## src/rtl/branch_control_unit_pkg.sv

```systemverilog
// Shared encodings for the branch control unit: opcodes, FSM state codes,
// ALU select codes, RF write-source codes and instruction field helpers.
package branch_control_unit_pkg;

    localparam int unsigned INST_W      = 16;
    localparam int unsigned OP_W        = 4;
    localparam int unsigned STATE_W     = 4;
    localparam int unsigned ALU_SEL_W   = 3;
    localparam int unsigned D_ADDR_W    = 8;
    localparam int unsigned R_ADDR_W    = 4;
    localparam int unsigned JMP_TGT_W   = 12;
    localparam int unsigned BR_OFF_W    = 8;

    typedef enum logic [OP_W-1:0] {
        OP_NOOP  = 4'd0,
        OP_STORE = 4'd1,
        OP_LOAD  = 4'd2,
        OP_ADD   = 4'd3,
        OP_SUB   = 4'd4,
        OP_HALT  = 4'd5,
        OP_JMP   = 4'd6,
        OP_JZ    = 4'd7
    } opcode_e;

    typedef enum logic [STATE_W-1:0] {
        ST_INIT   = 4'd0,
        ST_FETCH  = 4'd1,
        ST_DECODE = 4'd2,
        ST_NOOP   = 4'd3,
        ST_STORE  = 4'd4,
        ST_LOAD_A = 4'd5,
        ST_LOAD_B = 4'd6,
        ST_ADD    = 4'd7,
        ST_SUB    = 4'd8,
        ST_HALT   = 4'd9,
        ST_JUMP   = 4'd10,
        ST_BRANCH = 4'd11
    } state_e;

    typedef enum logic [ALU_SEL_W-1:0] {
        ALU_PASS_A = 3'd0,
        ALU_ADD    = 3'd1,
        ALU_SUB    = 3'd2
    } alu_sel_e;

    localparam logic RF_SRC_ALU = 1'b0;
    localparam logic RF_SRC_MEM = 1'b1;

    // Control bundle presented to the data memory, register file and ALU
    typedef struct packed {
        logic [D_ADDR_W-1:0] d_addr;
        logic                d_wr;
        logic                rf_s;
        logic [R_ADDR_W-1:0] rf_w_addr;
        logic [R_ADDR_W-1:0] rf_ra_addr;
        logic [R_ADDR_W-1:0] rf_rb_addr;
        logic                rf_w_wr;
        logic                rf_ra_rd;
        logic                rf_rb_rd;
        alu_sel_e            alu_sel;
    } ctrl_t;

    function automatic logic [OP_W-1:0] inst_op(input logic [INST_W-1:0] ir);
        return ir[15:12];
    endfunction

    function automatic logic [R_ADDR_W-1:0] field_ra(input logic [INST_W-1:0] ir);
        return ir[11:8];
    endfunction

    function automatic logic [R_ADDR_W-1:0] field_rb(input logic [INST_W-1:0] ir);
        return ir[7:4];
    endfunction

    function automatic logic [R_ADDR_W-1:0] field_rw(input logic [INST_W-1:0] ir);
        return ir[3:0];
    endfunction

    function automatic logic [D_ADDR_W-1:0] store_addr(input logic [INST_W-1:0] ir);
        return ir[7:0];
    endfunction

    function automatic logic [D_ADDR_W-1:0] load_addr(input logic [INST_W-1:0] ir);
        return ir[11:4];
    endfunction

    function automatic logic [INST_W-1:0] jump_target(input logic [INST_W-1:0] ir);
        return {{(INST_W-JMP_TGT_W){1'b0}}, ir[JMP_TGT_W-1:0]};
    endfunction

    function automatic logic [INST_W-1:0] branch_offset(input logic [INST_W-1:0] ir);
        return {{(INST_W-BR_OFF_W){ir[BR_OFF_W-1]}}, ir[BR_OFF_W-1:0]};
    endfunction

endpackage

```

## src/rtl/branch_control_unit_pc_register.sv

```systemverilog
// Program counter: synchronous clear, increment, and parallel load.
// A load wins over an increment; clear wins over both.
module pc_register
    import branch_control_unit_pkg::*;
#(
    parameter int unsigned PC_W = 16
) (
    input  logic            clk_i,
    input  logic            clear_i,
    input  logic            inc_i,
    input  logic            load_i,
    input  logic [PC_W-1:0] load_val_i,
    output logic [PC_W-1:0] pc_o
);

    logic [PC_W-1:0] pc_q;
    logic [PC_W-1:0] pc_d;

    always_comb begin : pc_next
        pc_d = pc_q;
        if (load_i) begin
            pc_d = load_val_i;
        end else if (inc_i) begin
            pc_d = pc_q + PC_W'(1);
        end
    end

    always_ff @(posedge clk_i) begin : pc_reg
        if (clear_i) begin
            pc_q <= '0;
        end else begin
            pc_q <= pc_d;
        end
    end

    assign pc_o = pc_q;

endmodule

```

## src/rtl/branch_control_unit.sv

```systemverilog
// Multi-cycle control unit: fetches 16-bit instructions, sequences the data
// memory / register file / ALU, and handles JMP and zero-conditional branches.
module branch_control_unit
    import branch_control_unit_pkg::*;
#(
    parameter int unsigned PC_W        = 16,
    parameter int unsigned DATA_ADDR_W = 8,
    parameter int unsigned RF_ADDR_W   = 4
) (
    input  logic                   clock,
    input  logic                   clear,
    input  logic [INST_W-1:0]      ir_inst,
    input  logic                   imem_ready,
    input  logic                   alu_zero,
    output logic [PC_W-1:0]        ir_addr,
    output logic [DATA_ADDR_W-1:0] d_addr,
    output logic                   d_wr,
    output logic                   rf_s,
    output logic [RF_ADDR_W-1:0]   rf_w_addr,
    output logic [RF_ADDR_W-1:0]   rf_ra_addr,
    output logic [RF_ADDR_W-1:0]   rf_rb_addr,
    output logic                   rf_w_wr,
    output logic                   rf_ra_rd,
    output logic                   rf_rb_rd,
    output logic [ALU_SEL_W-1:0]   alu_sel,
    output logic [INST_W-1:0]      ir_out,
    output logic [STATE_W-1:0]     state_o,
    output logic                   halted,
    output logic                   illegal
);

    state_e            state_q;
    state_e            state_d;
    logic [INST_W-1:0] ir_q;
    logic [INST_W-1:0] ir_d;
    logic              z_q;
    logic              z_d;
    logic              ill_q;
    logic              ill_d;
    logic [PC_W-1:0]   pc;
    logic              pc_inc;
    logic              pc_load;
    logic [PC_W-1:0]   pc_load_val;
    ctrl_t             ctrl;

    pc_register #(
        .PC_W (PC_W)
    ) u_pc (
        .clk_i      (clock),
        .clear_i    (clear),
        .inc_i      (pc_inc),
        .load_i     (pc_load),
        .load_val_i (pc_load_val),
        .pc_o       (pc)
    );

    always_ff @(posedge clock) begin : state_reg
        if (clear) begin
            state_q <= ST_INIT;
        end else begin
            state_q <= state_d;
        end
    end

    always_comb begin : next_state
        state_d = state_q;
        case (state_q)
            ST_INIT:   state_d = ST_FETCH;
            ST_FETCH:  if (imem_ready) state_d = ST_DECODE;
            ST_DECODE: begin
                case (inst_op(ir_q))
                    OP_NOOP:  state_d = ST_NOOP;
                    OP_STORE: state_d = ST_STORE;
                    OP_LOAD:  state_d = ST_LOAD_A;
                    OP_ADD:   state_d = ST_ADD;
                    OP_SUB:   state_d = ST_SUB;
                    OP_HALT:  state_d = ST_HALT;
                    OP_JMP:   state_d = ST_JUMP;
                    OP_JZ:    state_d = ST_BRANCH;
                    default:  state_d = ST_NOOP;
                endcase
            end
            ST_LOAD_A: state_d = ST_LOAD_B;
            ST_HALT:   state_d = ST_HALT;
            ST_NOOP, ST_STORE, ST_LOAD_B, ST_ADD, ST_SUB, ST_JUMP, ST_BRANCH:
                       state_d = ST_FETCH;
            default:   state_d = ST_INIT;
        endcase
    end

    // IR / Z / illegal updates and PC control; HALT leaves all of them untouched
    always_comb begin : datapath_next
        ir_d        = ir_q;
        z_d         = z_q;
        ill_d       = ill_q;
        pc_inc      = 1'b0;
        pc_load     = 1'b0;
        pc_load_val = pc;
        case (state_q)
            ST_FETCH: begin
                if (imem_ready) begin
                    ir_d   = ir_inst;
                    pc_inc = 1'b1;
                end
            end
            ST_DECODE: begin
                if (inst_op(ir_q) > OP_W'(OP_JZ)) ill_d = 1'b1;
            end
            ST_ADD, ST_SUB: z_d = alu_zero;
            ST_JUMP: begin
                pc_load     = 1'b1;
                pc_load_val = PC_W'(jump_target(ir_q));
            end
            ST_BRANCH: begin
                if (z_q) begin
                    pc_load     = 1'b1;
                    pc_load_val = pc + PC_W'(branch_offset(ir_q));
                end
            end
            default: ;
        endcase
    end

    always_ff @(posedge clock) begin : datapath_regs
        if (clear) begin
            ir_q  <= '0;
            z_q   <= 1'b0;
            ill_q <= 1'b0;
        end else begin
            ir_q  <= ir_d;
            z_q   <= z_d;
            ill_q <= ill_d;
        end
    end

    always_comb begin : output_decode
        ctrl    = '0;
        ir_addr = '0;
        case (state_q)
            ST_FETCH: ir_addr = pc;
            ST_STORE: begin
                ctrl.d_addr     = store_addr(ir_q);
                ctrl.rf_ra_addr = field_ra(ir_q);
                ctrl.rf_ra_rd   = 1'b1;
                ctrl.alu_sel    = ALU_PASS_A;
                ctrl.d_wr       = 1'b1;
            end
            ST_LOAD_A: ctrl.d_addr = load_addr(ir_q);
            ST_LOAD_B: begin
                ctrl.d_addr    = load_addr(ir_q);
                ctrl.rf_s      = RF_SRC_MEM;
                ctrl.rf_w_addr = field_rw(ir_q);
                ctrl.rf_w_wr   = 1'b1;
            end
            ST_ADD: begin
                ctrl.rf_ra_addr = field_ra(ir_q);
                ctrl.rf_rb_addr = field_rb(ir_q);
                ctrl.rf_ra_rd   = 1'b1;
                ctrl.rf_rb_rd   = 1'b1;
                ctrl.rf_w_addr  = field_rw(ir_q);
                ctrl.rf_w_wr    = 1'b1;
                ctrl.rf_s       = RF_SRC_ALU;
                ctrl.alu_sel    = ALU_ADD;
            end
            ST_SUB: begin
                ctrl.rf_ra_addr = field_ra(ir_q);
                ctrl.rf_rb_addr = field_rb(ir_q);
                ctrl.rf_ra_rd   = 1'b1;
                ctrl.rf_rb_rd   = 1'b1;
                ctrl.rf_w_addr  = field_rw(ir_q);
                ctrl.rf_w_wr    = 1'b1;
                ctrl.rf_s       = RF_SRC_ALU;
                ctrl.alu_sel    = ALU_SUB;
            end
            default: ;
        endcase
    end

    assign d_addr     = DATA_ADDR_W'(ctrl.d_addr);
    assign d_wr       = ctrl.d_wr;
    assign rf_s       = ctrl.rf_s;
    assign rf_w_addr  = RF_ADDR_W'(ctrl.rf_w_addr);
    assign rf_ra_addr = RF_ADDR_W'(ctrl.rf_ra_addr);
    assign rf_rb_addr = RF_ADDR_W'(ctrl.rf_rb_addr);
    assign rf_w_wr    = ctrl.rf_w_wr;
    assign rf_ra_rd   = ctrl.rf_ra_rd;
    assign rf_rb_rd   = ctrl.rf_rb_rd;
    assign alu_sel    = ctrl.alu_sel;
    assign ir_out     = ir_q;
    assign state_o    = state_q;
    assign halted     = (state_q == ST_HALT);
    assign illegal    = ill_q;

endmodule

```

## config.mk

```make
export PLATFORM = sky130hd
export DESIGN_NAME = branch_control_unit
export DESIGN_NICKNAME = d
export VERILOG_FILES = /design/src/rtl/branch_control_unit_pkg.sv /design/src/rtl/branch_control_unit_pc_register.sv /design/src/rtl/branch_control_unit.sv
export SDC_FILE = /design/constraint.sdc
export NUM_CORES = 1
export LEC_CHECK = 0
export CAP_MARGIN = 20
export CORE_ASPECT_RATIO = 1.25
export CORE_MARGIN = 5
export CORE_UTILIZATION = 25
export DETAILED_ROUTE_END_ITERATION = 10
export PLACE_DENSITY = 0.46
export SLEW_MARGIN = 20
export SYNTH_ARGS = -nofsm -noshare
export SYNTH_HDL_FRONTEND = slang
export SYNTH_HIERARCHICAL = 1
export SYNTH_SLANG_ARGS = --single-unit
```

## constraint.sdc

```tcl
create_clock -name clock -period 3.6 [get_ports clock]
set_input_delay 0.54 -clock clock [delete_from_list [all_inputs] [get_ports clock]]
set_output_delay 0.54 -clock clock [all_outputs]
set_load 0.1 [all_outputs]
```

# ---- Word level (Yosys, flattened, before mapping)
# Memories as Yosys holds them, arrays and structs flattened. A register that Yosys moved wholly into a read port is not among the register bits.
# Cells that the tools add are included.
dict set report totals {
  reg_bits 38
  romBits 32
  out_inout_bits 66
  mem_count 1
}
# name words word_bits rd rd_clocked_by_memory_dff wr line
set mem_list {}
lappend mem_list {{(name not given)} 8 4 1 1 0 branch_control_unit.sv:71} ;# case (inst_op(ir_q))
dict set report classes {
  add_sub_neg 2
  n_lt_le_gt_ge 1
  n_eq_ne 14
  mux 23
  reduce_logical 10
}
# operator n
set op_table {}
lappend op_table {{two-way mux 16 bit} 4}
lappend op_table {{one-hot mux 16 bit (2 select lines)} 1}
lappend op_table {{one-hot mux 4 bit (5 select lines)} 1}
lappend op_table {{adder 16 x 1 -> 16 bit, second input constant} 1}
lappend op_table {{adder 16 bit} 1}
lappend op_table {{equality test 4 x 3 -> 1 bit, second input constant} 4}
lappend op_table {{equality test 4 bit, second input constant} 4}
lappend op_table {{two-way mux 4 bit} 4}
lappend op_table {{one-hot mux 8 bit (2 select lines)} 1}
lappend op_table {{one-hot mux 5 bit (2 select lines)} 1}
lappend op_table {{equality test 4 x 2 -> 1 bit, second input constant} 2}
lappend op_table {{OR reduction 8 bit} 1}
lappend op_table {{two-way mux 1 bit} 7}
lappend op_table {{two-way mux 3 bit} 2}
lappend op_table {{OR reduction 3 bit} 2}
lappend op_table {{equality test 4 x 1 -> 1 bit, second input constant} 1}
lappend op_table {{> comparator 4 x 3 -> 1 bit, second input constant} 1}
lappend op_table {{logical NOT 4 bit} 1}
lappend op_table {{one-hot mux 2 bit (2 select lines)} 1}
lappend op_table {{AND reduction 2 bit} 2}
lappend op_table {{OR reduction 2 bit} 2}
lappend op_table {{!= test 3 x 1 -> 1 bit, second input constant} 1}
lappend op_table {{!= test 3 bit, second input constant} 1}
lappend op_table {{AND reduction 3 bit} 1}
lappend op_table {{other kinds (3)} 3}

# ---- Logic depth before layout (Yosys ltp)
dict set report depth {
  depth_word 4
  depth_mapped 11
}

# ---- Modules after synthesis
# Netlist, hierarchy kept.
# mod instances cells_per_inst area_each_um2 seq_area_each_um2
set modules_own_cells {}
lappend modules_own_cells {branch_control_unit 1 344 2428.6 520.5}
lappend modules_own_cells {pc_register 1 112 984.7 320.3}

# ---- Worst setup path after synthesis
# OpenSTA, ideal clock, no wires.
dict set report synth_timing {
  kind {reg-to-output}
  startpoint {register state_q[3] (netlist: state_o[3])}
  endpoint {output rf_ra_addr[0]}
  arrival_time_ns 7.358
  slack_ns -4.298
  path_stages_with_launch 6
  path_cell_list {dfxtp_1 nor4b_1 or2_2 clkbuf_1 nor2_1 nor2b_1}
}
dict set report synth_between {
  elab_chain_len 3
  word_cells_on_any_way 5
  classes_between {eq/ne: 3; mux: 1; reduce/logical: 1}
}
# element line
set synth_lines {}
lappend synth_lines {{start: declaration} branch_control_unit.sv:32} ;# state_e state_q;
lappend synth_lines {{start signal: assignment} branch_control_unit.sv:61} ;# state_q <= state_d;
lappend synth_lines {{equality test 4 bit or equality test 4 x 3 -> 1 bit (tied branches)} branch_control_unit.sv:139} ;# case (state_q)
lappend synth_lines {{OR reduction 3 bit (no line) (*)} n/a}
lappend synth_lines {{two-way mux 4 bit (*)} branch_control_unit.sv:139}
lappend synth_lines {{end: declaration} branch_control_unit.sv:20} ;# output logic [RF_ADDR_W-1:0] rf_ra_addr,
# Mark *: on every way between the ends. The rest lies on a longest branch, timed or not.

# ---- Worst setup path after layout
dict set report layout_timing {
  startpoint {register u_pc.pc_q[0] (netlist: u_pc/pc_o[0])}
  endpoint {register u_pc.pc_q[12] (netlist: u_pc/pc_o[12])}
}
dict set report layout_between {
  elab_chain_len 4
  word_cells_on_any_way 6
  classes_between {add/sub: 2; mux: 4}
}
# element line
set layout_lines {}
lappend layout_lines {{start: declaration} branch_control_unit_pc_register.sv:16} ;# logic [PC_W-1:0] pc_q;
lappend layout_lines {{start signal: assignment} branch_control_unit_pc_register.sv:32} ;# pc_q <= pc_d;
lappend layout_lines {{adder 16 bit} branch_control_unit.sv:117} ;# pc_load_val = pc + PC_W'(branch_offset(ir_q));
lappend layout_lines {{two-way mux 16 bit} branch_control_unit.sv:115} ;# if (z_q) begin
lappend layout_lines {{one-hot mux 16 bit (2 select lines)} branch_control_unit.sv:99} ;# case (state_q)
lappend layout_lines {{net pc_load_val[12]} branch_control_unit.sv:43} ;# logic [PC_W-1:0] pc_load_val;
lappend layout_lines {{two-way mux 16 bit} branch_control_unit_pc_register.sv:21} ;# if (load_i) begin
# The timed path passes the listed nets, and every way through them passes these cells. The select of a mux whose other input is x is not followed.
# A chain may end at the register's enable or synchronous reset.

==> results.yml <==
run_status:
  status: "complete, no violations"
power_and_ir_drop:
  switching_share_pct: 34.5
  ir_drop_v: 0.000225
  p_total_w: 0.00131
  pwr-share-comb_pct: 23.2
  p_int_w: 0.000856
  p_seq_share_pct: 40.3
  power_frac_clock_pct: 36.5
  leakage_nw: 1.91
  powerDensity_nw_per_um2: 285
  switchingPower_w: 0.000451
cts:
  clock_path_buffers: 2
  numCtsBuffers: 5
  cts_setup_buffers: 0
  clk_latency_ps: 290
  path_clk_slew_ps: 70
  cts_hold_buf: 0
  cts_max_level: 2
  cts_tree: "done"
  cts.sinks: 42
  ctsResizeCount: 0
  clk_root_buffer_cell: "clkbuf_16"
drt:
  wl_per_cell_um: 17.6
  met2_length_um: 6400
  drc: 0
  drt_iter0_drc: 132
  drtPass1Iterations: 4
  routed_via_density: 5.05
  dr.max_layer_used: "met4"
  drtAntennaViolNets: 0
  wl_met1_um: 5070
  via_count: 3573
  wl_um: 12400
  dr_wl_met3_um: 607
placement:
  dpl.hpwl_um: 9530
  port_buffers: 84
  place.gp.congestion: 0.845
  dp.cells: 700
yosys:
  synth.largest_area_cell: "dfxtp_1"
  async_flop_share_pct: 0
  synth-warning-count: 6
  synth-main-ff-cell: "dfxtp_1"
  syn_area_um2: 3410
  synth_cell_types: 52
  yosys_register_bits: 42
  synth_fp_nets: 495
  synth_top_area_share_pct: 24.6
  synth_edf_count: 0
  synthCells: 456
  synth_top_cells_by_area: "dfxtp_1, a21oi_1, ha_1"
  syn_avg_cell_area_um2: 7.49
  yosysSeqAreaShare_pct: 24.6
sta:
  fin_crit_sh_pct: 80.4
  drv_slew: 0
  rsz0062_at_grt: "false"
  final.min_clock_period_ps: 2890
  whs_ps: 489
  hold_viol: 0
  skew_ps: 4.17
  fmax_ghz: 0.345
  setup_tns_ps: 0
  max_slew_margin_pct: 33.9
  tightestPinTransition_ps: 988
  setup_violations: 0
setup_path:
  cpPeakStageDelay_ps: 440
  crit_chain: "ha_1 -> fa_1 -> a211oi_1 -> o211ai_1 -> a41oi_1 -> o21bai_1 -> xnor2_1 -> o21ai_0 -> inv_1 -> a21oi_1 -> o21a_1"
  crit_required_ps: 3830
  worstPathMaxFanout: 9
  start_kind: "register"
  cpLargestDelayFamily: "compound AO/OA/AOI/OAI gates"
  crit_slowest_cell: "fa_1"
  end_kind: "register"
  crit_arrival_ps: 3130
  worstSetupPathType: "register to register"
  critPathBufInv: 1
floorplanning:
  die-height_um: 141
  core_area_um2: 13300
  die_area_um2: 16100
  dieWidth_um: 115
  ioPinCount: 86
  row_count: 47
  initial_utilization_pct: 25.6
grt:
  grt_overflow_total: 0
  grt_max_degree: 31
  track_usage_pct: 15.6
  grt_pass1_wl_um: 19900
  grt_pass1_vias: 3644
  antenna_found_initial: 0
layout:
  syn_to_final_growth_pct: 34.1
  layout.nets: 575
  fill_cells: 1432
  final_util_pct: 34.3
  fin_cells: 708
  drive_gt1_share_pct: 19.2
  num_antenna_cells: 0
flow_run:
  drv_cap: 0
worst_hold_path:
  min_path_type: "register to register"
[worst min-delay path, cell delays in order, from the launching register on]
cell	delay (ps)
dfxtp_1	340
a21oi_1	50
nor2_1	70
[power by group through the flow]
stage	clock network (W)	logic, W	registers (W)
5_1_grt	0.000513	0.000326	0.000532
6_report	0.000477	0.000303	0.000527
3_3_place_gp	0	0.000304	0.000538
3_5_place_dp	0	0.000304	0.000538
2_1_floorplan	0	0.000133	0.000609
4_1_cts	0.000494	0.000306	0.000528
[layer usage]
metal	vias to the layer above	global-route usage [%]
li1	1772	-
met1	1675	18.2
met2	106	27.8
met3	20	2.96
met4	0	5.88
met5	-	0
[final cells by class]
type                       count  area [um2]  area share, %
clock inverter                 1        8.76          0.191
tap                          171         214           4.67
clock buffer                   7         143           3.12
timing repair buffer          98         828           18.1
sequential                    42         848           18.5
multi-input combinational    366        2450           53.4
inverter                      23        90.1           1.97
[cell usage after synthesis, drive strengths merged (2+ instances only)]
library cell and count:
or2 2, a31oi 3, nand4 8, a22oi 9, a2111oi 3, or3 5
a211oi 4, nor4 8, nor2b 8, o21a 12, o22ai 9, nor2 38
nand2b 5, xor2 16, nand3b 2, a21o 9, o21ai 19, and2 24
nor3 6, nand2 59, o211ai 7, nand3 8, mux2i 8, and3 2
clkbuf 20, inv 22, xnor2 10, buf 5, o21bai 3, dfxtp 42
ha 18, a21oi 49
[layout by cell type (no fill, tap or decap), types with 10 or more instances in the layout]
| master | count |
|---|---|
| buf_4 | 61 |
| and2_1 | 20 |
| o21a_1 | 12 |
| dfxtp_1 | 38 |
| clkdlybuf4s50_1 | 37 |
| nor2_1 | 37 |
| ha_1 | 18 |
| xor2_1 | 16 |
| nand2_1 | 59 |
| inv_1 | 21 |
| o21ai_0 | 19 |
| xnor2_1 | 10 |
| a21oi_1 | 49 |
[through the flow]
step | setup slack [ps] | area, um2
2_1_floorplan | 7.84 | 3510
3_3_place_gp | 798 | 4430
3_5_place_dp | 739 | 4430
4_1_cts | 716 | 4580
5_1_grt | 476 | 4580
6_report | 705 | 4580
[cells by family (layout without fill, tap and decap cells)]
logic type | after synthesis | after routing | synth area share [%]
simple gates | 179 | 179 | 28.3
fa+ha+maj | 19 | 19 | 7.18
mux | 8 | 8 | 2.35
xor+xnor | 26 | 26 | 6.67
compound gates | 133 | 133 | 24.9
flops | 42 | 42 | 24.6
buf+inv | 48 | 129 | 5.83
other cells | 1 | 1 | 0.110
[worst paths after layout]
check	startpoint	to	slack, ps	cells after the start
min reg2reg	illegal$_SDFFE_PP0P_	illegal$_SDFFE_PP0P_	490	2
max	u_pc/pc_o[0]$_SDFFE_PP0P_	u_pc/pc_o[12]$_SDFFE_PP0P_	710	11
max reg2reg	u_pc/pc_o[0]$_SDFFE_PP0P_	u_pc/pc_o[12]$_SDFFE_PP0P_	710	11
min	illegal$_SDFFE_PP0P_	illegal$_SDFFE_PP0P_	490	2
[flip-flops by register name, summed over array words and instances (netlist names), named ones only]
signal,cells
illegal,1
u_pc/pc_o,16
z_q,1
state_o,4
ir_out,16
Note: power is estimated with default switching activity, not from simulation.
